`src/rtl/mult_div_hilo_pkg.sv`:
```
// Shared definitions for the HI/LO multiply/divide unit: datapath width,
// iteration count and the sequencing state encoding.
package mult_div_hilo_pkg;

   localparam int MD_DATA_WIDTH = 32;
   localparam int MD_ITER_COUNT = MD_DATA_WIDTH;
   localparam int MD_CNT_WIDTH  = $clog2(MD_ITER_COUNT);

   typedef enum logic [1:0] {
      IDLE = 2'd0,
      MULT = 2'd1,
      DIV  = 2'd2,
      DONE = 2'd3
   } md_state_e;

endpackage

```
`src/rtl/div_magnitude_core.sv`:
```
// Unsigned restoring divider on operand magnitudes, one quotient bit per cycle.
// Also owns the iteration counter shared with the multiply sequence.
module div_magnitude_core
   import mult_div_hilo_pkg::*;
#(
   parameter int W  = MD_DATA_WIDTH,
   parameter int CW = $clog2(W)
) (
   input  logic         clk,
   input  logic         reset,
   input  logic         load,
   input  logic         count_en,
   input  logic         div_en,
   input  logic [W-1:0] dividend,
   input  logic [W-1:0] divisor,
   output logic         last,
   output logic [W-1:0] quot_nxt,
   output logic [W-1:0] rem_nxt
);

   localparam logic [CW-1:0] CNT_ONE  = {{(CW-1){1'b0}}, 1'b1};
   localparam logic [CW-1:0] CNT_LAST = CW'(W - 1);

   logic [CW-1:0] cnt_r;
   logic [W-1:0]  quot_r;
   logic [W-1:0]  rem_r;
   logic [W-1:0]  dvsr_r;
   logic [W:0]    shifted_s;
   logic [W:0]    trial_s;

   // Trial subtraction; a borrow in the top bit means restore the shifted remainder.
   always_comb begin
      shifted_s = {rem_r, quot_r[W-1]};
      trial_s   = shifted_s - {1'b0, dvsr_r};
      if (trial_s[W]) begin
         quot_nxt = {quot_r[W-2:0], 1'b0};
         rem_nxt  = shifted_s[W-1:0];
      end else begin
         quot_nxt = {quot_r[W-2:0], 1'b1};
         rem_nxt  = trial_s[W-1:0];
      end
   end

   assign last = (cnt_r == CNT_LAST);

   // Counter and divider working registers.
   always_ff @(posedge clk) begin
      if (reset) begin
         cnt_r  <= {CW{1'b0}};
         quot_r <= {W{1'b0}};
         rem_r  <= {W{1'b0}};
         dvsr_r <= {W{1'b0}};
      end else if (load) begin
         cnt_r  <= {CW{1'b0}};
         quot_r <= dividend;
         rem_r  <= {W{1'b0}};
         dvsr_r <= divisor;
      end else begin
         if (count_en) begin
            cnt_r <= cnt_r + CNT_ONE;
         end
         if (div_en) begin
            quot_r <= quot_nxt;
            rem_r  <= rem_nxt;
         end
      end
   end

endmodule

```
`src/rtl/mult_div_hilo.sv`:
```
// Sequential signed multiply (Booth radix-2) / divide (restoring) unit owning HI/LO.
// HI/LO change only on entry to DONE or on reset.
module mult_div_hilo
   import mult_div_hilo_pkg::*;
#(
   parameter int DATA_WIDTH = MD_DATA_WIDTH
) (
   input  logic                  clk,
   input  logic                  reset,
   input  logic                  start_mult,
   input  logic                  start_div,
   input  logic [DATA_WIDTH-1:0] a,
   input  logic [DATA_WIDTH-1:0] b,
   output logic [DATA_WIDTH-1:0] hi,
   output logic [DATA_WIDTH-1:0] lo,
   output logic                  busy,
   output logic                  done,
   output logic                  div_zero
);

   localparam int W = DATA_WIDTH;
   localparam logic [W-1:0] ONE  = {{(W-1){1'b0}}, 1'b1};
   localparam logic [W-1:0] ZERO = {W{1'b0}};

   function automatic logic [W-1:0] cond_neg(input logic [W-1:0] v, input logic neg);
      cond_neg = neg ? (~v + ONE) : v;
   endfunction

   md_state_e state_r, state_nxt_s;
   logic         start_m_s, start_d_s, dz_s;
   logic [W-1:0] acc_r, q_r, m_r;
   logic         q1_r;
   logic         q_sign_r, r_sign_r;
   logic [W-1:0] hi_r, lo_r;
   logic         busy_r, done_r, div_zero_r;
   logic [W:0]   booth_sum_s;
   logic [W-1:0] booth_acc_nxt_s, booth_q_nxt_s;
   logic         last_s;
   logic [W-1:0] quot_nxt_s, rem_nxt_s;

   // Next-state decode with start arbitration; multiply wins over divide.
   always_comb begin
      state_nxt_s = state_r;
      start_m_s   = 1'b0;
      start_d_s   = 1'b0;
      dz_s        = 1'b0;
      case (state_r)
         IDLE: begin
            if (start_mult) begin
               state_nxt_s = MULT;
               start_m_s   = 1'b1;
            end else if (start_div) begin
               if (b == ZERO) begin
                  state_nxt_s = DONE;
                  dz_s        = 1'b1;
               end else begin
                  state_nxt_s = DIV;
                  start_d_s   = 1'b1;
               end
            end else begin
               state_nxt_s = IDLE;
            end
         end
         MULT:    state_nxt_s = last_s ? DONE : MULT;
         DIV:     state_nxt_s = last_s ? DONE : DIV;
         DONE:    state_nxt_s = IDLE;
         default: state_nxt_s = IDLE;
      endcase
   end

   // Booth step; the add is one bit wider so the most negative multiplicand cannot overflow the shift.
   always_comb begin
      case ({q_r[0], q1_r})
         2'b01:   booth_sum_s = {acc_r[W-1], acc_r} + {m_r[W-1], m_r};
         2'b10:   booth_sum_s = {acc_r[W-1], acc_r} - {m_r[W-1], m_r};
         default: booth_sum_s = {acc_r[W-1], acc_r};
      endcase
      booth_acc_nxt_s = booth_sum_s[W:1];
      booth_q_nxt_s   = {booth_sum_s[0], q_r[W-1:1]};
   end

   div_magnitude_core #(.W(W)) u_div (
      .clk      (clk),
      .reset    (reset),
      .load     (start_m_s | start_d_s),
      .count_en ((state_r == MULT) || (state_r == DIV)),
      .div_en   (state_r == DIV),
      .dividend (cond_neg(a, a[W-1])),
      .divisor  (cond_neg(b, b[W-1])),
      .last     (last_s),
      .quot_nxt (quot_nxt_s),
      .rem_nxt  (rem_nxt_s)
   );

   // State, Booth working register, sign capture and HI/LO write on entry to DONE.
   always_ff @(posedge clk) begin
      if (reset) begin
         state_r    <= IDLE;
         acc_r      <= ZERO;
         q_r        <= ZERO;
         m_r        <= ZERO;
         q1_r       <= 1'b0;
         q_sign_r   <= 1'b0;
         r_sign_r   <= 1'b0;
         hi_r       <= ZERO;
         lo_r       <= ZERO;
         busy_r     <= 1'b0;
         done_r     <= 1'b0;
         div_zero_r <= 1'b0;
      end else begin
         state_r    <= state_nxt_s;
         busy_r     <= (state_nxt_s != IDLE);
         done_r     <= (state_nxt_s == DONE);
         div_zero_r <= dz_s;
         if (start_m_s) begin
            acc_r <= ZERO;
            q_r   <= b;
            q1_r  <= 1'b0;
            m_r   <= a;
         end else if (state_r == MULT) begin
            acc_r <= booth_acc_nxt_s;
            q_r   <= booth_q_nxt_s;
            q1_r  <= q_r[0];
         end
         if (start_d_s) begin
            q_sign_r <= a[W-1] ^ b[W-1];
            r_sign_r <= a[W-1];
         end
         if ((state_r == MULT) && last_s) begin
            hi_r <= booth_acc_nxt_s;
            lo_r <= booth_q_nxt_s;
         end else if ((state_r == DIV) && last_s) begin
            hi_r <= cond_neg(rem_nxt_s, r_sign_r);
            lo_r <= cond_neg(quot_nxt_s, q_sign_r);
         end
      end
   end

   assign hi       = hi_r;
   assign lo       = lo_r;
   assign busy     = busy_r;
   assign done     = done_r;
   assign div_zero = div_zero_r;

endmodule

```
`config.mk`:
```
export PLATFORM = sky130hd
export DESIGN_NAME = mult_div_hilo
export DESIGN_NICKNAME = d
export VERILOG_FILES = /design/src/rtl/mult_div_hilo_pkg.sv /design/src/rtl/div_magnitude_core.sv /design/src/rtl/mult_div_hilo.sv
export SDC_FILE = /design/constraint.sdc
export NUM_CORES = 1
export LEC_CHECK = 0
export CAP_MARGIN = 10
export CELL_PAD_IN_SITES_DETAIL_PLACEMENT = 2
export CELL_PAD_IN_SITES_GLOBAL_PLACEMENT = 2
export CORE_ASPECT_RATIO = 0.7
export CORE_MARGIN = 4
export CORE_UTILIZATION = 37
export CTS_BUF_LIST = sky130_fd_sc_hd__clkbuf_8
export DETAILED_ROUTE_END_ITERATION = 8
export PLACE_DENSITY = 0.87
export SLEW_MARGIN = 20
export SYNTH_ARGS = -nofsm -noshare
export SYNTH_HDL_FRONTEND = slang
export SYNTH_SLANG_ARGS = --single-unit
```
`constraint.sdc`:
```
create_clock -name clk -period 5.9 [get_ports clk]
set_input_delay 1.18 -clock clk [delete_from_list [all_inputs] [get_ports clk]]
set_output_delay 1.18 -clock clk [all_outputs]
set_load 0.01 [all_outputs]
```
### After elaboration in Yosys (flattened, before gate mapping)

Index checks and enable logic that the tools add are counted.

| storage, ports and cells | value |
|---|---|
| register bits after elaboration | 269 |
| output and inout bits | 67 |

| operators by class | value |
|---|---|
| add/sub/neg operators | 8 |
| eq/ne operators | 7 |
| mux-type cells | 28 |
| bitwise gates (word level) | 8 |
| reductions and logical operators | 12 |

Operator list:

| operator | number |
|---|---|
| two-way mux 32 bit | 13 |
| adder 32 x 1 -> 32 bit, second input constant | 4 |
| NOT 32 bit | 4 |
| one-hot mux 33 bit (2 select lines) | 1 |
| adder 32 x 32 -> 33 bit | 1 |
| subtractor 32 x 32 -> 33 bit | 1 |
| subtractor 33 x 32 -> 33 bit | 1 |
| logical NOT 32 bit | 1 |
| two-way mux 1 bit | 10 |
| == test 2 bit, second input constant | 4 |
| one-hot mux 2 bit (4 select lines) | 1 |
| nonzero test 2 bit | 4 |
| two-way mux 2 bit | 3 |
| adder 5 x 1 -> 5 bit, second input constant | 1 |
| == test 5 bit, second input constant | 1 |
| == test 2 x 1 -> 1 bit, second input constant | 2 |
| OR reduction 2 bit | 2 |
| OR reduction 4 bit | 1 |
| logical AND 1 bit | 2 |
| logical NOT 2 bit | 1 |
| NOT 1 bit | 2 |
| logical OR 1 bit | 1 |
| OR 1 bit | 1 |
| bitwise XOR 1 bit | 1 |

### Longest topological paths before layout

| logic depth | value |
|---|---|
| depth after elaboration | 7 |
| mapped depth | 22 |
| mapped depth without buffers | 19 |

### Modules after synthesis

From an unflattened synthesis, not the netlist that was laid out.

| second synthesis, totals | value |
|---|---|
| cell total of the unflattened synthesis | 2301 |
| area total of the unflattened synthesis | 18123.6 um^2 |

Modules (own cells, without submodules):

| module | instances | cells each | area an instance (um^2) | seq. area each (um^2) |
|---|---|---|---|---|
| mult_div_hilo | 1 | 1494 | 11692.5 | 3363.2 |
| div_magnitude_core | 1 | 807 | 6431.2 | 2021.9 |

### Least setup slack after synthesis

OpenSTA, ideal clock, no wires.

| timing path | value |
|---|---|
| path type | flip-flop to flip-flop |
| start | register m_r[6] |
| end | register hi_r[31], in the netlist hi[31] |
| library setup time | 0.121 ns |
| arrival | 4.000 ns |
| data required time | 5.779 ns |
| path slack | 1.779 ns |
| stages on the path, launching flop included | 19 |
| buffers on the path | 0 |
| clock period less this slack | 4.121 ns |
| cell sequence | dfxtp_1 > or4_1 > nor4_1 > nand2_1 > nor2_1 > a21o_1 > xnor2_1 > ha_1 > a21o_1 > a21o_1 > a21o_1 > a31o_2 > a221oi_1 > o21a_1 > o21a_1 > o311ai_1 > xor2_1 > o21ai_0 > o21ai_1 |

| between the ends | value |
|---|---|
| cells in the longest elaborated chain, start to end | 3 |
| elaborated cells between the ends (all ways) | 4 |
| those cells by class | add/sub: 2; mux: 2 |

RTL lines:

| item | line | text |
|---|---|---|
| start, declared | mult_div_hilo.sv:31 | `logic [W-1:0] acc_r, q_r, m_r;` |
| start signal, assigned | mult_div_hilo.sv:101 | `m_r <= ZERO;` |
| start signal, assigned | mult_div_hilo.sv:119 | `m_r <= a;` |
| subtractor 32 x 32 -> 33 bit / adder 32 x 32 -> 33 bit (equally long branches) | mult_div_hilo.sv:75, mult_div_hilo.sv:74 |  |
| one-hot mux 33 bit (2 select lines) (*) | mult_div_hilo.sv:73 | `case ({q_r[0], q1_r})` |
| two-way mux 32 bit (*) | mult_div_hilo.sv:129 | `if ((state_r == MULT) && last_s) begin` |
| end signal, assigned | mult_div_hilo.sv:130 | `hi_r <= booth_acc_nxt_s;` |
| end signal, assigned | mult_div_hilo.sv:133 | `hi_r <= cond_neg(rem_nxt_s, r_sign_r);` |
| end, declared | mult_div_hilo.sv:34 | `logic [W-1:0] hi_r, lo_r;` |

Every way passes the cells marked *; elsewhere a longest branch is shown, timed or not.
A chain may end at the register's enable or synchronous reset.

### Final worst setup path

| timing path | value |
|---|---|
| start | register m_r[6] |
| end | register hi_r[25], in the netlist hi[25] |

The elaborated chain is that of the path after synthesis.

==> qor.csv <==
metric,value,unit
global route overflow,0,
Hold Buf Count CTS,0,
total setup buffers inserted after CTS,0,
register area share after synthesis,28.9,%
Worst Setup Path Type,register to register,
Setup crit end kind,register,
initial DRC count,1784,
TritonCTS clock tree,built,
"Reg clk slew, reported paths",0.07,ns
area growth from synthesis to layout,14.4,%
Post-synth EDFFs,0,
Power per Cell Area,297,nW/um^2
initial antenna violation count,2,
"Power, Total",0.00634,W
clock root buffer,clkbuf_8,
core area,49500,sq um
vias in the first global route,20900,
FMAX,200,MHz
setup violators final,0,
layout cell share with drive strength beyond 1,6.61,%
worst slew pin tran,1.03,ns
worst path arrival time,5.46,ns
Post-synth ARST share,0,%
outcome,"finished, final reports clean",
endpoints failing hold,0,
# rows,68,
most frequent cells in the layout,"293 x nor2_1, 268 x dfxtp_1, 221 x nand2_1, 164 x a21oi_1, 147 x a211oi_1",
die area,54100,sq um
"commonest non-fill, non-tap cell in the layout",nor2_1,
global-route wire length before repair,130000,um
clk_lat worst skew,0.63,ns
Tightest Hold Check Type,register to register,
gpl congestion,0.919,
Mapped Nets,2505,
dpl ws,0.907,ns
Num Clock Sinks,269,
Yosys cell types,106,
Clock Tree Buf Depth,3,
Final nets,2564,
vias per std cell,6.28,
Final Critical Period,4.99,ns
die width,276,um
Critical Path Source Type,register,
Cells after Synth,2359,
RSZ-0062 raised after global routing,no,
HPWL after detailed placement,61000,um
fin. max-slew vios,0,
worst-path fanout max,7,
Max-slew headroom,31.2,%
largest net degree at the start of global routing,92,
period utilization,84.5,%
post_cts resized,0,
Pre-antenna DRT Iters,7,
setup_tns,0,ns
Final WS setup,0.912,ns
Syn Std Cell Area,18600,sq um
DR vias,19600,
Final Hold Slack,0.472,ns
Final Skew,0.0483,ns
"Req. time, crit path",6.37,ns
Initial Util,37.7,%
I/O Buffers,134,
Yosys reg bits,269,
Leakage,7.78,nW
synth warn,0,
number of diodes,0,
Worst VDD drop,0.146,mV
Main synth FF type,dfxtp_1,
# IOs,135,
total CTS buffers,46,
Max H-tree Level,2,
max_cap viols,0,
post-route ant nets,0,
post-DR wirelength/cell,27.4,um
GRT Util Overall,30.3,%
total wire length,85500,um
Die Y,196,um
DRC Markers,0,
syn_area_per_cell,7.90,sq um
==> Yosys cell counts, drive strengths merged (23+ instances only) <==
cell,instances,area (sq um)
nor2,297,1120
dfxtp,269,5390
nand2,223,845
a21oi,167,855
a211oi,148,1120
xnor2,143,1250
clkbuf,116,507
o21ai,114,582
mux2i,100,1000
ha,76,951
inv,76,285
xor2,49,429
nor3,47,245
nand3,46,230
buf,37,219
o31ai,34,255
or3,28,181
o211ai,27,203
a21o,25,189
a31oi,23,144
o41ai,23,224
==> final cells by class <==
class,count,area [sq um]
clock buffer,57,785
clock inverter,22,190
fill,5523,28200
inverter,77,289
timing repair buffer,164,1570
sequential,269,5390
tap,665,832
multi-input combinational,1860,12300
==> critical path, stage by stage, from the launching register on <==
cell	delay, ns
dfxtp_1	0.39
or4_1	0.61
nor4_1	0.48
nand2_1	0.11
nor2_1	0.24
a21o_1	0.28
xnor2_1	0.15
ha_1	0.32
a21o_1	0.21
a21o_1	0.17
a21o_1	0.19
a31o_2	0.24
a221oi_1	0.50
o21bai_1	0.15
xor2_1	0.16
mux2i_1	0.30
a21oi_1	0.14
a21oi_1	0.16
nor2_1	0.05
==> worst paths after layout <==
kind	startpoint	to	slack [ns]	depth (start not counted)
worst min register to register	hi[22]$_SDFFE_PP0P_	hi[22]$_SDFFE_PP0P_	0.47	2
worst min-delay path	hi[22]$_SDFFE_PP0P_	hi[22]$_SDFFE_PP0P_	0.47	2
worst max register to register	m_r[6]$_SDFFE_PP0P_	hi[25]$_SDFFE_PP0P_	0.91	18
worst max-delay path	m_r[6]$_SDFFE_PP0P_	hi[25]$_SDFFE_PP0P_	0.91	18
==> where the power goes <==
group          total [W]  internal [W]  switching, W
registers        0.00210       0.00194      0.000158
logic            0.00232      0.000811       0.00151
clock network    0.00192       0.00101      0.000907
total            0.00634       0.00376       0.00258
==> per-stage QoR <==
stage                     util, %  instances  area (sq um)
final                        43.1       3114         21300
after global routing         43.1       3114         21300
after CTS                    43.1       3114         21300
after detailed placement     41.1       3035         20400
after global placement       41.1       3035         20400
after floorplan                 -       2359         18600
==> routing by layer <==
layer	vias up	track usage, %	share of wire, %
met5	-	0	0.015
met4	2	8.85	3.0
met3	178	5.81	6.5
met2	649	50.7	46
met1	10000	39.9	44
li1	8736	-	-
==> logic make-up after synthesis <==
kind of cell / Yosys count / synth area share, %
buf+inv: 230 / 5.44
flops: 269 / 28.9
fa+ha+maj: 78 / 5.31
mux: 107 / 5.81
compound gates: 711 / 26.4
xor+xnor: 192 / 9.02
simple gates: 772 / 19.2
==> registers in the layout (all words and copies together), names as in the netlist, 2 cells and up <==
name	count
m_r	32
u_div.rem_r	32
u_div.cnt_r	5
q_r	32
state_r	2
acc_r	32
u_div.dvsr_r	32
hi	32
u_div.quot_r	32
lo	32
(Power assumes the default switching activity.)
==> RTL change: new RTL, same settings <==
Add an input register stage for `start_mult`, `start_div`, `a` and `b`; this delays them by one clock.
--- a/src/rtl/mult_div_hilo.sv
+++ b/src/rtl/mult_div_hilo.sv
@@ -21,6 +21,18 @@
    localparam int W = DATA_WIDTH;
    localparam logic [W-1:0] ONE  = {{(W-1){1'b0}}, 1'b1};
    localparam logic [W-1:0] ZERO = {W{1'b0}};
+
+   logic start_mult_q;
+   logic start_div_q;
+   logic [DATA_WIDTH-1:0] a_q;
+   logic [DATA_WIDTH-1:0] b_q;
+
+   always_ff @(posedge clk) begin
+      start_mult_q <= start_mult;
+      start_div_q  <= start_div;
+      a_q          <= a;
+      b_q          <= b;
+   end
 
    function automatic logic [W-1:0] cond_neg(input logic [W-1:0] v, input logic neg);
       cond_neg = neg ? (~v + ONE) : v;
@@ -46,11 +58,11 @@
       dz_s        = 1'b0;
       case (state_r)
          IDLE: begin
-            if (start_mult) begin
+            if (start_mult_q) begin
                state_nxt_s = MULT;
                start_m_s   = 1'b1;
-            end else if (start_div) begin
-               if (b == ZERO) begin
+            end else if (start_div_q) begin
+               if (b_q == ZERO) begin
                   state_nxt_s = DONE;
                   dz_s        = 1'b1;
                end else begin
@@ -85,8 +97,8 @@
       .load     (start_m_s | start_d_s),
       .count_en ((state_r == MULT) || (state_r == DIV)),
       .div_en   (state_r == DIV),
-      .dividend (cond_neg(a, a[W-1])),
-      .divisor  (cond_neg(b, b[W-1])),
+      .dividend (cond_neg(a_q, a_q[W-1])),
+      .divisor  (cond_neg(b_q, b_q[W-1])),
       .last     (last_s),
       .quot_nxt (quot_nxt_s),
       .rem_nxt  (rem_nxt_s)
@@ -114,17 +126,17 @@
          div_zero_r <= dz_s;
          if (start_m_s) begin
             acc_r <= ZERO;
-            q_r   <= b;
+            q_r   <= b_q;
             q1_r  <= 1'b0;
-            m_r   <= a;
+            m_r   <= a_q;
          end else if (state_r == MULT) begin
             acc_r <= booth_acc_nxt_s;
             q_r   <= booth_q_nxt_s;
             q1_r  <= q_r[0];
          end
          if (start_d_s) begin
-            q_sign_r <= a[W-1] ^ b[W-1];
-            r_sign_r <= a[W-1];
+            q_sign_r <= a_q[W-1] ^ b_q[W-1];
+            r_sign_r <= a_q[W-1];
          end
          if ((state_r == MULT) && last_s) begin
             hi_r <= booth_acc_nxt_s;
Check against the original RTL: not equivalent (Yosys sat finds a counterexample within 4 cycles, from zero or initial values and one cycle with reset high).
==> RTL change against the unedited design <==
- routed wire length down 6.7%
- clock power up 22%
- highest routed layer is now met4
- final area up 4.4%
- sequential cell count up 66
- total power up 43%
- largest cell class unchanged
- synthesized cell count down 1.5%
- critical path depth up 1
- worst setup slack worse by 0.20 ns
- synthesized area up 2.7%
- final cell count about the same
==> RTL change: results (changes against the unedited design) <==
Clock network
  – Clock root cell: clkbuf_8 (unchanged)
  – TritonCTS buffer count: 56 (was 46)
  – CTS resizes: 0 (unchanged)
  – Worst skew pair latency: 0.71 ns (was 0.63 ns)

Power and ir drop
  – Pwr/cell area: 406 nW/um^2 (was 297 nW/um^2)
  – Clock share of power: 0.260 (was 0.302)
  – Static Leak: 8.29 nW (was 7.78 nW)
  – Sw power: 0.00391 W (was 0.00258 W)
  – Peak supply drop: 0.225 mV (was 0.146 mV)
  – Sequential logic power: 0.00281 W (was 0.00210 W)

Critical path
  – CP arrival: 5.81 ns (was 5.46 ns)
  – Crit path launch: m_r[2]$_SDFFE_PP0P_ (was m_r[6]$_SDFFE_PP0P_)
  – Reg2reg path depth: 19 (was 18)
  – Crit Path Max Fanout: 6 (was 7)
  – Reg2Reg Setup Slack: 0.71 ns (was 0.91 ns)
  – Worst Setup EP: hi[31]$_SDFFE_PP0P_ (was hi[25]$_SDFFE_PP0P_)

Final layout
  – Post-layout net count: 2542 (was 2564)
  – FILL cells: 5638 (was 5523)
  – Layout cells sized above 1: 0.0611 (was 0.0661)

STA
  – Tightest Pin Transition: 1.13 ns (was 1.03 ns)
  – Worst Skew: 0.0560 ns (was 0.0483 ns)

Detailed routing
  – Routed WL: 79700 microns (was 85500 microns)
  – Pre-antenna DRT Iters: 6 (was 7)
  – Initial DRC count: 1584 (was 1784)
  – Vias: 18800 (was 19600)

Placed design
  – Detail Placement HPWL: 57200 microns (was 61000 microns)
  – RePlAce Congestion: 0.907 (was 0.919)
  – Placed cell areas: 21000 sq um (was 20400 sq um)

Global route
  – Global-route wire length before repair: 121000 microns (was 130000 microns)
  – Vias in the first global route: 19900 (was 20900)
  – Pin count of the biggest net entering global routing: 98 (was 92)
  – Initial antenna violation count: 0 (was 2)
  – GRT Util Overall: 0.278 (was 0.303)

Synthesis
  – Register area share after synthesis: 0.350 (was 0.289)
  – Synth warn: 0 (unchanged)
  – Top cells by count, synth: dfxtp_1, nor2_1, nand2_1, a21oi_1, a211oi_1 (was nor2_1, dfxtp_1, nand2_1, a21oi_1, a211oi_1)
  – Synth area leaders: dfxtp_1, xnor2_1, nor2_1 (unchanged)
  – Post-synthesis compound-gate area fraction: 0.235 (was 0.264)
  – Adder-cell area share of the yosys netlist: 0.0518 (was 0.0531)
  – Post-synthesis cell type count: 79 (was 106)
  – Async SR Flop Fraction: 0 (unchanged)
  – Mux contribution to synthesized area: 0.0610 (was 0.0581)
  – Post-synthesis xor/xnor area fraction: 0.0928 (was 0.0902)

Min path
  – Hold endpoint: u_div.dvsr_r[0]$_SDFFE_PP0N_ (was hi[22]$_SDFFE_PP0P_)
  – HP Start: u_div.dvsr_r[0]$_SDFFE_PP0N_ (was hi[22]$_SDFFE_PP0P_)

Run status
  – Status: finished clean (unchanged)
## RTL change: logic make-up after synthesis
group | Yosys count
XOR/XNOR | 202
buffers and inverters | 220
AO/OA/AOI/OAI | 659
adder cells (fa/ha/maj) | 78
flip-flops | 335
AND/OR/NAND/NOR | 713
multiplexers | 116
## RTL change: metrics by stage
step / hold WS (ns) / instances / worst slack [ns] / util
2_1_floorplan: 0.436 / 2323 / 1.13 / -
3_3_place_gp: 0.448 / 3011 / 1.05 / 0.413
3_5_place_dp: 0.472 / 3011 / 0.810 / 0.413
4_1_cts: 0.484 / 3112 / 0.734 / 0.437
5_1_grt: 0.527 / 3113 / 0.294 / 0.437
6_report: 0.485 / 3113 / 0.707 / 0.437
## RTL change: critical path, cell delays in order (launching register included)
cell	delay, ns
dfxtp_1	0.38
or4_1	0.60
nor4_1	0.23
buf_4	0.20
and2_1	0.22
a21oi_1	0.11
xnor2_1	0.17
ha_1	0.40
nand2_1	0.13
nor3_1	0.26
or3b_1	0.41
a31oi_1	0.29
a21oi_1	0.16
a21oi_1	0.36
a41oi_1	0.20
o41ai_1	0.43
nor2_1	0.11
xnor2_1	0.19
a21oi_1	0.10
a21oi_1	0.18
## RTL change: final cells by class
type | instances | area [sq um] | area share
Clock buffer | 73 | 1000 | 0.0451
Clock inverter | 28 | 238 | 0.0107
Inverter | 78 | 293 | 0.0131
Multi-Input combinational cell | 1768 | 11700 | 0.524
Sequential cell | 335 | 6710 | 0.301
Tap cell | 674 | 843 | 0.0379
Timing Repair Buffer | 157 | 1530 | 0.0686
## RTL change: layer usage
metal / track usage / wire length, microns / vias to the layer above
li1: - / - / 8536
met1: 0.382 / 37100 / 9537
met2: 0.453 / 35900 / 577
met3: 0.0437 / 4280 / 151
met4: 0.0853 / 2480 / 0
met5: 0 / 0 / -
